--- src/rtl/uart_tx_arbiter_pkg.sv ---
// Shared definitions for the housekeeping UART transmit arbiter.
// Holds the FSM encoding, the default stall timeout and small helpers
// used by the arbiter datapath.
package uart_tx_arbiter_pkg;

  // Arbiter FSM encoding; the values are visible on debug taps, so keep them fixed.
  typedef enum logic [1:0] {
    ST_IDLE = 2'd0,
    ST_OWN  = 2'd1,
    ST_HOLD = 2'd2
  } arb_state_t;

  // Four character times at 16 ticks per bit, 10 bits per character.
  localparam int UART_TIMEOUT_TICKS_DEFAULT = 640;

  // Width of the stall counter; supports timeouts up to 1023 ticks.
  localparam int STALL_W = 10;

  // Saturating increment for the forced-release counter.
  function automatic logic [7:0] sat_inc8(input logic [7:0] v);
    return (v == 8'hFF) ? v : v + 8'd1;
  endfunction

  // Round-robin pick when the arbiter is idle.
  // Exactly one request wins outright; with both requesting, the one
  // that did not own the previous message goes next.
  function automatic logic rr_pick(input logic req0, input logic req1,
                                   input logic last_owner);
    logic pick;
    if (req0 && req1) begin
      pick = ~last_owner;
    end else begin
      pick = req1;
    end
    return pick;
  endfunction

endpackage

--- src/rtl/uart_tx_arbiter.sv ---
// Message-granular arbiter sharing one UART transmitter between the
// CPU reply path (requester 0) and the telemetry beacon (requester 1).
// A granted requester keeps the UART until it sends a byte flagged last,
// or until it stalls for TIMEOUT_TICKS baud ticks mid-message.
module uart_tx_arbiter
  import uart_tx_arbiter_pkg::*;
#(
  parameter int TIMEOUT_TICKS = UART_TIMEOUT_TICKS_DEFAULT
) (
  input  logic       clk,
  input  logic       reset,
  input  logic       baudclk16,
  input  logic [7:0] r0_data,
  input  logic       r0_valid,
  input  logic       r0_last,
  output logic       r0_ready,
  input  logic [7:0] r1_data,
  input  logic       r1_valid,
  input  logic       r1_last,
  output logic       r1_ready,
  output logic [7:0] tx_data,
  output logic       tx_write,
  input  logic       tx_ready,
  output logic       busy,
  output logic       owner,
  output logic [7:0] timeouts
);

  // Terminal count: a tick seen while the counter holds this value releases.
  localparam logic [STALL_W-1:0] STALL_LAST = STALL_W'(TIMEOUT_TICKS - 1);

  arb_state_t         state_q;
  logic [7:0]         tx_data_q;
  logic               tx_write_q;
  logic               r0_ready_q;
  logic               r1_ready_q;
  logic               busy_q;
  logic               owner_q;
  logic [7:0]         timeouts_q;
  logic [STALL_W-1:0] stall_q;
  logic               last_q;

  logic               own_valid;
  logic [7:0]         own_data;
  logic               own_last;
  logic               any_req;
  logic               grant_sel;
  logic               accept;
  logic               stall_tick;
  logic               stall_done;

  // Present the current owner's request lines and the idle-time grant choice.
  always_comb begin
    own_valid  = r0_valid;
    own_data   = r0_data;
    own_last   = r0_last;
    if (owner_q) begin
      own_valid = r1_valid;
      own_data  = r1_data;
      own_last  = r1_last;
    end
    any_req    = r0_valid | r1_valid;
    grant_sel  = rr_pick(r0_valid, r1_valid, owner_q);
    accept     = own_valid & tx_ready;
    stall_tick = ~own_valid & baudclk16;
    stall_done = stall_tick & (stall_q == STALL_LAST);
  end

  // Arbiter FSM with all outputs registered; strobes default low each cycle
  // so tx_write and the ready pulses can never stretch past one cycle.
  always_ff @(posedge clk) begin
    if (reset) begin
      state_q    <= ST_IDLE;
      tx_data_q  <= 8'h00;
      tx_write_q <= 1'b0;
      r0_ready_q <= 1'b0;
      r1_ready_q <= 1'b0;
      busy_q     <= 1'b0;
      owner_q    <= 1'b1;
      timeouts_q <= 8'h00;
      stall_q    <= '0;
      last_q     <= 1'b0;
    end else begin
      tx_write_q <= 1'b0;
      r0_ready_q <= 1'b0;
      r1_ready_q <= 1'b0;
      case (state_q)
        ST_IDLE: begin
          if (any_req) begin
            owner_q <= grant_sel;
            busy_q  <= 1'b1;
            stall_q <= '0;
            state_q <= ST_OWN;
          end
        end
        ST_OWN: begin
          if (accept) begin
            tx_data_q  <= own_data;
            tx_write_q <= 1'b1;
            r0_ready_q <= ~owner_q;
            r1_ready_q <= owner_q;
            stall_q    <= '0;
            last_q     <= own_last;
            state_q    <= ST_HOLD;
          end else if (stall_done) begin
            // Owner went quiet for too long; give the UART back.
            busy_q     <= 1'b0;
            timeouts_q <= sat_inc8(timeouts_q);
            stall_q    <= '0;
            state_q    <= ST_IDLE;
          end else if (stall_tick) begin
            stall_q <= stall_q + 1'b1;
          end
        end
        ST_HOLD: begin
          // One cycle with the strobes high; the UART drops tx_ready meanwhile.
          if (last_q) begin
            busy_q  <= 1'b0;
            state_q <= ST_IDLE;
          end else begin
            state_q <= ST_OWN;
          end
        end
        default: begin
          busy_q  <= 1'b0;
          state_q <= ST_IDLE;
        end
      endcase
    end
  end

  assign tx_data  = tx_data_q;
  assign tx_write = tx_write_q;
  assign r0_ready = r0_ready_q;
  assign r1_ready = r1_ready_q;
  assign busy     = busy_q;
  assign owner    = owner_q;
  assign timeouts = timeouts_q;

endmodule

--- config.mk ---
export PLATFORM = sky130hd
export DESIGN_NAME = uart_tx_arbiter
export DESIGN_NICKNAME = d
export VERILOG_FILES = /design/src/rtl/uart_tx_arbiter_pkg.sv /design/src/rtl/uart_tx_arbiter.sv
export SDC_FILE = /design/constraint.sdc
export NUM_CORES = 1
export LEC_CHECK = 0
export ABC_AREA = 1
export CAP_MARGIN = 20
export CORE_ASPECT_RATIO = 0.7
export CORE_MARGIN = 1.5
export CORE_UTILIZATION = 45
export DETAILED_ROUTE_END_ITERATION = 7
export PLACE_DENSITY = 0.77
export SLEW_MARGIN = 20
export SYNTH_ARGS = -nofsm -noshare
export SYNTH_HDL_FRONTEND = slang
export SYNTH_SLANG_ARGS = --single-unit
export TNS_END_PERCENT = 5
--- constraint.sdc ---
create_clock -name clk -period 1.4 [get_ports clk]
set_input_delay 0.21 -clock clk [delete_from_list [all_inputs] [get_ports clk]]
set_output_delay 0.21 -clock clk [all_outputs]
set_load 0.01 [all_outputs]
==> flow_metrics.py <==
metrics = {
    "worst_setup_path": {
        "crit_type": "reg2reg",
        "r2r_cells": 11,
        "cp_slowest_cell": "dfxtp_2",
        "cp-end-kind": "flop",
        "crit_path_max_incr_delay_ps": 350,
        "cp-start-kind": "flop",
        "cp.arrival_ps": 1600,
        "required_ps": 1590,
        "cp_top_family": "simple AND/OR/NAND/NOR gates",
        "path_cells": "ha_4 > nand2_4 > nor2_4 > nand2_2 > inv_4 > nand2_8 > buf_4 > nand3_1 > nand2_1 > nand2_1 > nor2_1",
        "timing.rr.start": "stall_q[1]$_SDFFE_PP0P_",
        "rr_endpoint": "stall_q[1]$_SDFFE_PP0P_",
        "crit_fanout": 6,
        "r2r_slack_ps": -20,
        "cp_num_buf_inv": 2,
        "cpMostUsedCell": "nand2_1",
    },
    "synthesis": {
        "yosys.cell_types.count": 29,
        "synth_top_family_by_area": "simple AND/OR/NAND/NOR gates",
        "synth_most_common_cell": "nand2_1",
        "synth-simple-area-share": 0.400,
        "synth_enable_flop_cells": 0,
        "netlist.area_leader.share": 0.362,
        "synth_commonest_cells": "nand2_1 (76), nor2_1 (37), dfxtp_1 (34), inv_1 (34), nand3_1 (20)",
        "netlist_instances": 288,
        "synth.area.top_cells": "dfxtp_1 (36%), nand2_1 (15%), nor2_1 (7.4%)",
        "synth-compound-area-share": 0.114,
        "synthAdderAreaFrac": 0.0133,
        "synth_seq_area_share": 0.362,
        "synth-xor-area-share": 0.00932,
        "yosys.area.top_type": "dfxtp_1",
        "ys_ff_latch": 34,
        "synth_warnings": 0,
        "synth_area_mm2": 0.00188,
        "ys.flop_type": "dfxtp_1",
        "synth_nets": 314,
        "synthMuxAreaShare": 0,
        "avgSynthCellArea_um2": 6.53,
        "async_reset_ff_frac": 0,
    },
    "timing": {
        "whs_ps": 396,
        "worst_pin_slew_ps": 378,
        "slew_violations": 0,
        "worst_slack_ps": -16.5,
        "setup_violations": 3,
        "finalHoldViolations": 0,
        "fin_worst_skew_ps": 6.97,
        "finalCritPeriodShare": 1.01,
        "max-slew-margin-rel": 0.746,
        "finalSetupTns_ps": -24.1,
        "fin_crit_ps": 1420,
        "clock.fmax_mhz": 706,
        "rsz0062_at_grt": "yes",
    },
    "routing": {
        "drt-total-wl_um": 5010,
        "detail-route-antenna-nets": 0,
        "drc_errors": 0,
        "viasPerCell": 5.02,
        "drtPass1Iterations": 4,
        "vias": 2088,
        "drt_iter0_markers": 171,
        "post_drt_wl_per_cell_um": 12.1,
    },
    "floorplanning": {
        "die_y_um": 57.1,
        "core_mm2": 0.00397,
        "io_pins": 45,
        "initial_core_util": 0.473,
        "row_count": 19,
        "die_x_um": 80.2,
        "fp.dieArea_mm2": 0.00458,
    },
    "clock_network": {
        "cts_max_level": 2,
        "cts_made_buffers": 5,
        "root_buffer": "clkbuf_8",
        "cts_sinks": 34,
        "path_clk_slew_ps": 70,
        "clk_path_buf_depth": 2,
        "cts_hold_buf": 0,
        "cts_tree": "built",
        "clk_latency_ps": 290,
    },
    "place": {
        "placed_cells": 399,
        "io_buffers": 44,
        "pre_cts_ws_ps": -259,
        "dp_hpwl_um": 3540,
        "place.gp.congestion": 0.916,
    },
    "run_status": {
        "status": "finished, violations left",
        "violations": "negative setup slack",
    },
    "hold_path": {
        "hp-class": "in2reg",
        "hold_end": "busy$_SDFFE_PP0P_",
        "holdCritStartpoint": "r0_valid",
        "hold_depth": 3,
    },
    "power": {
        "power_density_mw_per_mm2": 878,
        "ir_worst_vdd_mv": 0.575,
        "power_leakage_nw": 1.33,
    },
    "final_layout": {
        "diodes": 0,
        "multi_input_area_mm2": 0.00112,
        "fin_nets": 389,
        "fin_cells": 416,
        "fillers": 309,
        "final_layout_size_suffix_gt1_frac": 0.242,
        "regArea_um2": 694,
        "synthToLayoutAreaGrowth_pct": 49.7,
    },
    "grt": {
        "antenna_found_initial": 0,
        "track_usage": 0.222,
        "grt_overflow": 0,
        "grt_pass1_wl_um": 7940,
        "grt_pass1_vias": 1879,
        "grt_max_degree": 15,
    },
    "job": {
        "cap_violations": 0,
    },
}
==> cell usage in the layout (no fill, tap or decap), drive strengths merged, types with 9 or more instances in the layout <==
| cell type | n |
|---|---|
| nand2 | 85 |
| nor2 | 43 |
| inv | 39 |
| dfxtp | 34 |
| buf | 30 |
| clkdlybuf4s50 | 29 |
| nand3 | 23 |
| a21oi | 20 |
| o21ai | 17 |
| nand4 | 9 |
| dlygate4sd2 | 9 |
==> what timing repair did <==
action	CTS	global route
hold endpoints to repair	0	0
gates cloned	0	2
buffers inserted	0	7
pin swaps	1	15
setup endpoints to repair	21	29
resized for setup	22	29
==> cell families after synthesis <==
| family | count (synthesis) |
|---|---|
| and+or+nand+nor | 163 |
| buffers and inverters | 47 |
| AOI/OAI and AO/OA | 40 |
| adders and majority gates | 2 |
| xor gates and xnor gates | 2 |
| DFF | 34 |
==> where the power goes <==
| group | internal, mW | switching [mW] |
|---|---|---|
| Combinational | 0.251 | 0.282 |
| Clock | 0.524 | 0.367 |
| Sequential | 1.01 | 0.0348 |
| Total | 1.79 | 0.683 |
==> state kept, by name, indices dropped and copies added, names as in the netlist <==
name / flops
owner: 1
state_q: 2
last_q: 1
stall_q: 10
r0_ready: 1
r1_ready: 1
timeouts: 8
busy: 1
tx_write: 1
tx_data: 8
==> per-stage QoR <==
step	total power [mW]	instance area [um2]	util
6_report	2.47	2810	0.708
5_1_grt	2.59	2810	0.708
4_1_cts	2.42	2650	0.667
3_5_place_dp	1.53	2520	0.634
3_3_place_gp	1.52	2520	0.634
2_1_floorplan	1.32	1880	-
==> per-layer routing <==
layer	up-vias	share of wire	routed length (um)	GRT usage
met5	-	0	0	0
met4	0	0.017	85	0.0813
met3	10	0.063	318	0.0432
met2	71	0.45	2280	0.348
met1	933	0.46	2330	0.304
li1	1074	-	-	-
==> worst max-delay path by stage <==
stage / from / to / cells past startpoint
finish: stall_q[1]$_SDFFE_PP0P_ / stall_q[1]$_SDFFE_PP0P_ / 11
floorplan: stall_q[0]$_SDFFE_PP0P_ / timeouts[2]$_SDFFE_PP0P_ / 8
global route: stall_q[1]$_SDFFE_PP0P_ / stall_q[1]$_SDFFE_PP0P_ / 11
global placement: r1_valid / timeouts[1]$_SDFFE_PP0P_ / 9
CTS: busy$_SDFFE_PP0P_ / busy / 1
detailed placement: r0_valid / stall_q[7]$_SDFFE_PP0P_ / 10
==> worst register-to-register path: cells and delay by family (launching register included) <==
kind,cells,cell delay [ps]
adders and majority gates,1,150
and+or+nand+nor,8,590
DFF,1,350
buffers and inverters,2,240
==> area by class of cell <==
| class | count | share of cell area |
|---|---|---|
| inverter | 39 | 0.0538 |
| sequential | 34 | 0.247 |
| tap | 52 | 0.0231 |
| clock inverter | 3 | 0.0142 |
| clock buffer | 5 | 0.0245 |
| multi-input combinational | 209 | 0.399 |
| timing repair buffer | 74 | 0.238 |
Note: power is estimated with default switching activity, not from simulation.
